<file path="config.mk">
export PLATFORM = sky130hd
export DESIGN_NAME = seq_mul
export DESIGN_NICKNAME = d
export VERILOG_FILES = /design/src/rtl/seq_mul.sv
export SDC_FILE = /design/constraint.sdc
export NUM_CORES = 1
export LEC_CHECK = 0
export CAP_MARGIN = 20
export CORE_ASPECT_RATIO = 1.5
export CORE_UTILIZATION = 46
export DETAILED_ROUTE_END_ITERATION = 16
export MAX_ROUTING_LAYER = met4
export PLACE_DENSITY_LB_ADDON = 0.3
export SLEW_MARGIN = 20
export SYNTH_ARGS = -nofsm -noshare
export SYNTH_HDL_FRONTEND = slang
export SYNTH_SLANG_ARGS = --single-unit
</file>
<file path="constraint.sdc">
create_clock -name clk -period 6.8 [get_ports clk]
set_input_delay 0.68 -clock clk [delete_from_list [all_inputs] [get_ports clk]]
set_output_delay 0.68 -clock clk [all_outputs]
set_load 0.005 [all_outputs]
</file>
<file path="src/rtl/seq_mul.sv">
// Parametrised add-and-shift multiplier: one multiplier bit per clock, LSB first, with signed/unsigned mode.
// Optional early termination when the remaining multiplier bits are all zero: define SEQ_MUL_EARLY_TERM_EN.
module seq_mul #(
    parameter int WIDTH = 8
) (
    input  logic                 clk,
    input  logic                 rst,
    input  logic [WIDTH-1:0]     a,
    input  logic [WIDTH-1:0]     b,
    input  logic                 sgn,
    input  logic                 start,
    output logic                 busy,
    output logic                 done,
    output logic [2*WIDTH-1:0]   c
);

    localparam int CW = (WIDTH > 1) ? $clog2(WIDTH) : 1;
    localparam logic [CW-1:0] LAST = CW'(WIDTH - 1);

    typedef enum logic [1:0] {
        IDLE,
        RUN,
        FIN
    } state_t;

    state_t               state;
    state_t               state_nx;
    logic [2*WIDTH-1:0]   md;
    logic [2*WIDTH-1:0]   acc;
    logic [WIDTH-1:0]     mr;
    logic [CW-1:0]        count;
    logic                 s;
    logic                 last;
    logic [WIDTH-1:0]     a_mag;
    logic [WIDTH-1:0]     b_mag;

    // The most negative value negates to itself, which reads correctly as the unsigned magnitude 2^(W-1).
    always_comb begin
        a_mag = (sgn && a[WIDTH-1]) ? -a : a;
        b_mag = (sgn && b[WIDTH-1]) ? -b : b;
    end

    always_comb begin
`ifdef SEQ_MUL_EARLY_TERM_EN
        last = (count == LAST) || (mr[WIDTH-1:1] == '0);
`else
        last = (count == LAST);
`endif
    end

    always_comb begin
        state_nx = state;
        busy     = 1'b0;
        case (state)
            IDLE: begin
                if (start) state_nx = RUN;
            end
            RUN: begin
                busy = 1'b1;
                if (last) state_nx = FIN;
            end
            FIN: begin
                busy     = 1'b1;
                state_nx = IDLE;
            end
            default: state_nx = IDLE;
        endcase
    end

    always_ff @(posedge clk) begin
        if (rst) state <= IDLE;
        else     state <= state_nx;
    end

    always_ff @(posedge clk) begin
        if (rst) begin
            md    <= '0;
            mr    <= '0;
            acc   <= '0;
            count <= '0;
            s     <= 1'b0;
            done  <= 1'b0;
            c     <= '0;
        end else begin
            case (state)
                IDLE: begin
                    if (start) begin
                        s     <= sgn & (a[WIDTH-1] ^ b[WIDTH-1]);
                        md    <= {{WIDTH{1'b0}}, a_mag};
                        mr    <= b_mag;
                        acc   <= '0;
                        count <= '0;
                        done  <= 1'b0;
                    end
                end
                RUN: begin
                    if (mr[0]) acc <= acc + md;
                    md    <= md << 1;
                    mr    <= mr >> 1;
                    count <= count + 1'b1;
                end
                FIN: begin
                    c    <= s ? -acc : acc;
                    done <= 1'b1;
                end
                default: ;
            endcase
        end
    end

endmodule

</file>
# Word level (Yosys, flattened, before mapping)
# Index checks and enable logic that the tools add are counted.
[classes]
n_addsub = 5
eq_ne = 6
mux = 18
n_bitwise = 2
n_reduce_logical = 11
[ops]
columns = ["cell", "count"]
rows = [
  ["two-way mux 16 bit", 4],
  ["one-hot mux 16 bit (2 select lines)", 2],
  ["two-way mux 8 bit", 3],
  ["adder 16 bit", 1],
  ["negation 16 bit", 1],
  ["negation 8 bit", 2],
  ["one-hot mux 8 bit (2 select lines)", 1],
  ["AND reduction 2 bit", 4],
  ["!= test 2 bit, second input constant", 3],
  ["one-hot mux 3 bit (2 select lines)", 1],
  ["two-way mux 2 bit", 2],
  ["one-hot mux 2 bit (2 select lines)", 1],
  ["nonzero test 2 bit", 2],
  ["adder 3 x 1 -> 3 bit, second input constant", 1],
  ["equality test 3 bit, second input constant", 1],
  ["two-way mux 3 bit", 1],
  ["AND reduction 3 bit", 1],
  ["equality test 2 x 1 -> 1 bit, second input constant", 1],
  ["equality test 2 bit, second input constant", 1],
  ["logical AND 1 bit", 2],
  ["zero test 2 bit", 1],
  ["two-way mux 1 bit", 2],
  ["one-hot mux 1 bit (2 select lines)", 1],
  ["OR reduction 2 bit", 1],
  ["2 further kinds", 2],
]
[word_totals]
register_bits = 63
out_inout_bits = 18
wordCells = 50

# Logic depth before layout (Yosys ltp)
[logic_depth]
depth_word = 4
mapped_depth = 10
ltp_nobuf = 9

# Worst setup path after synthesis
# No wires, ideal clock.
[synth_path]
kind = "reg-to-reg"
start = "reg acc[0]"
end = "reg acc[14]"
arrival_time_ps = 2064
required_ps = 6683
slack_ps = 4619
stages_incl_launch_ff = 10
path_buffers = 0
synth_period_minus_slack_ps = 2181
path_cell_list = "dfxtp_1 ha_1 inv_1 fa_1 nor2b_1 o211ai_1 a21boi_0 o211ai_1 a21o_1 a32o_1"
[synth_between]
elab_chain_cells = 3
[synth_rtl]
columns = ["item", "line", "text"]
rows = [
  ["from (decl)", "29", "logic [2*WIDTH-1:0] acc;"],
  ["from (signal assigned)", "97", "if (mr[0]) acc <= acc + md;"],
  ["adder 16 bit", "97", ""],
  ["two-way mux 16 bit", "97", ""],
  ["one-hot mux 16 bit (2 select lines)", "85", "case (state)"],
]
# Every way passes these cells. The select of a mux whose other input is x is not followed.
# A chain may end at the register's enable or synchronous reset.

# Worst setup path after layout
[layout_path]
start = "reg state[1]"
end = "reg acc[13]"
[layout_between]
elab_chain_cells = 3
[layout_rtl]
columns = ["item", "line", "text"]
rows = [
  ["from (decl)", "26", "state_t state;"],
  ["from (signal assigned)", "72", "else state <= state_nx;"],
  ["equality test 2 x 1 -> 1 bit or zero test 2 bit (tied branches)", "85", ""],
  ["!= test 2 bit (no line) or nonzero test 2 bit (tied branches)", "-", ""],
  ["AND reduction 3 bit (no line)", "-", ""],
]
# Several ways; a longest one is shown, not always the timed one.

==> results.sh <==
export IMPL_status="complete, no violations"
export IMPL_setup_violations_final=0
export IMPL_synthToLayoutAreaGrowth_pct=20.7
export IMPL_ys_seq_area_frac=0.341
export IMPL_place_congestion=0.910
export IMPL_crit_buf_inv=2
export IMPL_fin_crit_sh=0.464
export IMPL_core_um2=7710
export IMPL_grt_usage=0.241
export IMPL_worst_slack_ps=3640
export IMPL_power_share_sequential=0.386
export IMPL_pre_cts_ws_ps=3330
export IMPL_rsz0062_at_grt="false"
export IMPL_path_class="reg2reg"
export IMPL_use_met2=0.411
export IMPL_cp_end_kind="flop"
export IMPL_power_leakage_nw=1.85
export IMPL_io_pins=38
export IMPL_finalClockSkew_ps=5.17
export IMPL_intPower_uw=770
export IMPL_viasPerCell=5.68
export IMPL_initialDrtViolationCount=195
export IMPL_dieWidth_um=75.2
export IMPL_die_y_um=112
export IMPL_clkTransAtPathRegs_ps=50
export IMPL_grt_busiest_layer="met2"
export IMPL_yosysTopAreaCell="dfxtp_1"
export IMPL_synth_ff_type="dfxtp_1"
export IMPL_ys_types=46
export IMPL_synth_edff_count=0
export IMPL_critPathTopFamily="compound AO/OA/AOI/OAI gates"
export IMPL_die_area_um2=8410
export IMPL_cap_viol_max_count=0
export IMPL_nets=527
export IMPL_yosys_area_top_type_share=0.341
export IMPL_ctsHoldBuffers=0
export IMPL_switchingPower_uw=249
export IMPL_grt_max_degree=58
export IMPL_drive_gt1_frac=0.0451
export IMPL_grt_use_met1=0.244
export IMPL_synth_top_cells_by_area="dfxtp_1, ha_1, nand2_1, a21oi_1, nor2_1"
export IMPL_rows=39
export IMPL_avgSynthCellArea_um2=8.16
export IMPL_syn_num_nets=497
export IMPL_cts_buffers=9
export IMPL_clock_sinks=63
export IMPL_via_count=3352
export IMPL_synth_cells=453
export IMPL_switching_share=0.244
export IMPL_critPathMaxFanout=21
export IMPL_path_common_cell="inv_1"
export IMPL_grt_pass1_wl_um=14900
export IMPL_ys_warn_count=0
export IMPL_htreeDepth=3
export IMPL_slew_viol_final=0
export IMPL_clockPowerShare=0.500
export IMPL_syn_cell_area_um2=3700
export IMPL_post_cts_setup_buffers=0
export IMPL_cts_resized=0
export IMPL_yosysMostFrequentCell="dfxtp_1"
export IMPL_place_inst=574
export IMPL_clockRootBuffer="clkbuf_16"
export IMPL_path_cells="inv_1, ha_1, inv_1, a21oi_2, o21ai_1, nor2b_1, a22o_1"
export IMPL_synthTopCellsByCount="dfxtp_1, nand2_1, nor2_1"
export IMPL_drcViolationCount=0
export IMPL_critPathMaxStageDelay_ps=640
export IMPL_hold_viol_final=0
export IMPL_totalWireLength_um=9020
export IMPL_antenna_found_initial=0
export IMPL_worst_setup_path_start_kind="flop"
export IMPL_fin_setup_tns_ps=0
export IMPL_crit_arrival_ps=3380
export IMPL_antenna_cells=0
export IMPL_hpwlAfterDp_um=6370
export IMPL_worst_path_max_delay_cell="a21oi_2"
export IMPL_relSlewSlack=0.324
export IMPL_fmax_mhz=317
export IMPL_comb_power_share=0.113
export IMPL_fin_cells=590
export IMPL_portBuffers=37
export IMPL_drt_pass1_iter_count=5
export IMPL_first_global_vias=3261
export IMPL_use_met3=0.0606
export IMPL_powerDensity_nw_per_um2=228
export IMPL_hold_path_class="reg2reg"
export IMPL_worst_slew_pin_transition_ps=1010
export IMPL_vdd_drop_max_mv=0.217
export IMPL_synth_seq_cells=63
export IMPL_start_util=0.480
export IMPL_crit_required_ps=7030
export IMPL_tritoncts="done"
export IMPL_layout_min_cycle_time_ps=3160
export IMPL_overflow=0
export IMPL_ys_async_sr_fraction=0
export IMPL_clk_latency_ps=340
export IMPL_wl_per_cell_um=15.3
export IMPL_ant_nets=0
export IMPL_cts_max_path_buffers=2
[registers in the layout, indices dropped and copies added, names as in the netlist]
register	flops
acc	16
state	2
count	3
mr	8
md	16
c	16
done	1
s	1
[stage by stage]
stage	util	hold slack (ps)	power, mW	cell area, um2
6_report	0.579	454	1.02	4460
5_1_grt	0.579	478	1.06	4460
4_1_cts	0.578	458	1.03	4460
3_5_place_dp	0.535	445	0.514	4130
3_3_place_gp	0.535	443	0.512	4130
2_1_floorplan	-	432	0.478	3700
[worst register-to-register path, delay by kind of cell, from the launching register on]
kind	cells	cell delay, ps
AOI/OAI and AO/OA	3	1330
buffers and inverters	2	540
adders and majority gates	1	520
and+or+nand+nor	1	340
DFF	1	330
[power by group through the flow]
stage          Clock, mW  Combinational (mW)  Sequential, mW
2_1_floorplan          0              0.0814           0.397
3_3_place_gp           0               0.112           0.401
3_5_place_dp           0               0.113           0.401
4_1_cts            0.518               0.115           0.393
5_1_grt            0.540               0.128           0.395
6_report           0.510               0.115           0.394
[layer usage]
layer	up-vias	share of wire
li1	1704	-
met1	1548	0.41
met2	70	0.51
met3	30	0.037
met4	0	0.036
met5	-	0
[kinds of logic (layout without fill, tap and decap cells)]
family / Yosys count / after routing / synth area share
xor+xnor: 31 / 31 / 0.0734
flops: 63 / 63 / 0.341
buf+inv: 38 / 73 / 0.0389
compound gates: 138 / 138 / 0.245
mux: 12 / 12 / 0.0325
simple gates: 147 / 147 / 0.186
fa+ha+maj: 24 / 24 / 0.0832
[worst paths after layout]
kind | to | cells past startpoint | slack, ps | startpoint
worst max-delay path | acc[13] | 7 | 3640 | state[1]
worst min-delay path | mr[5] | 2 | 450 | mr[5]
worst max register to register | acc[13] | 7 | 3640 | state[1]
worst min register to register | mr[5] | 2 | 450 | mr[5]
[cells in the final DEF, fill, tap and decap left out, drive strengths merged, types with 4 or more instances in the layout]
master	netlist	layout
nor2b	9	9
nor2	42	42
and3	4	4
mux2i	12	12
a211oi	11	11
nand2	49	49
a31oi	7	7
o31ai	4	4
o211ai	14	14
xor2	13	13
dfxtp	63	63
ha	23	23
xnor2	18	18
nand2b	6	6
o21ai	21	21
clkdlybuf4s50	0	36
nor3	9	9
or3	8	8
a22oi	16	16
a21o	11	11
nand3	8	8
clkbuf	14	12
a21oi	35	35
inv	19	20
[layout make-up]
| cell class | count | area [um2] |
|---|---|---|
| timing repair buffer | 38 | 373 |
| multi-input combinational | 352 | 2300 |
| fill | 749 | 3250 |
| clock buffer | 12 | 256 |
| tap | 102 | 128 |
| clock inverter | 4 | 76.3 |
| inverter | 19 | 71.3 |
| sequential | 63 | 1260 |
Power figures use the tool's default switching activity.
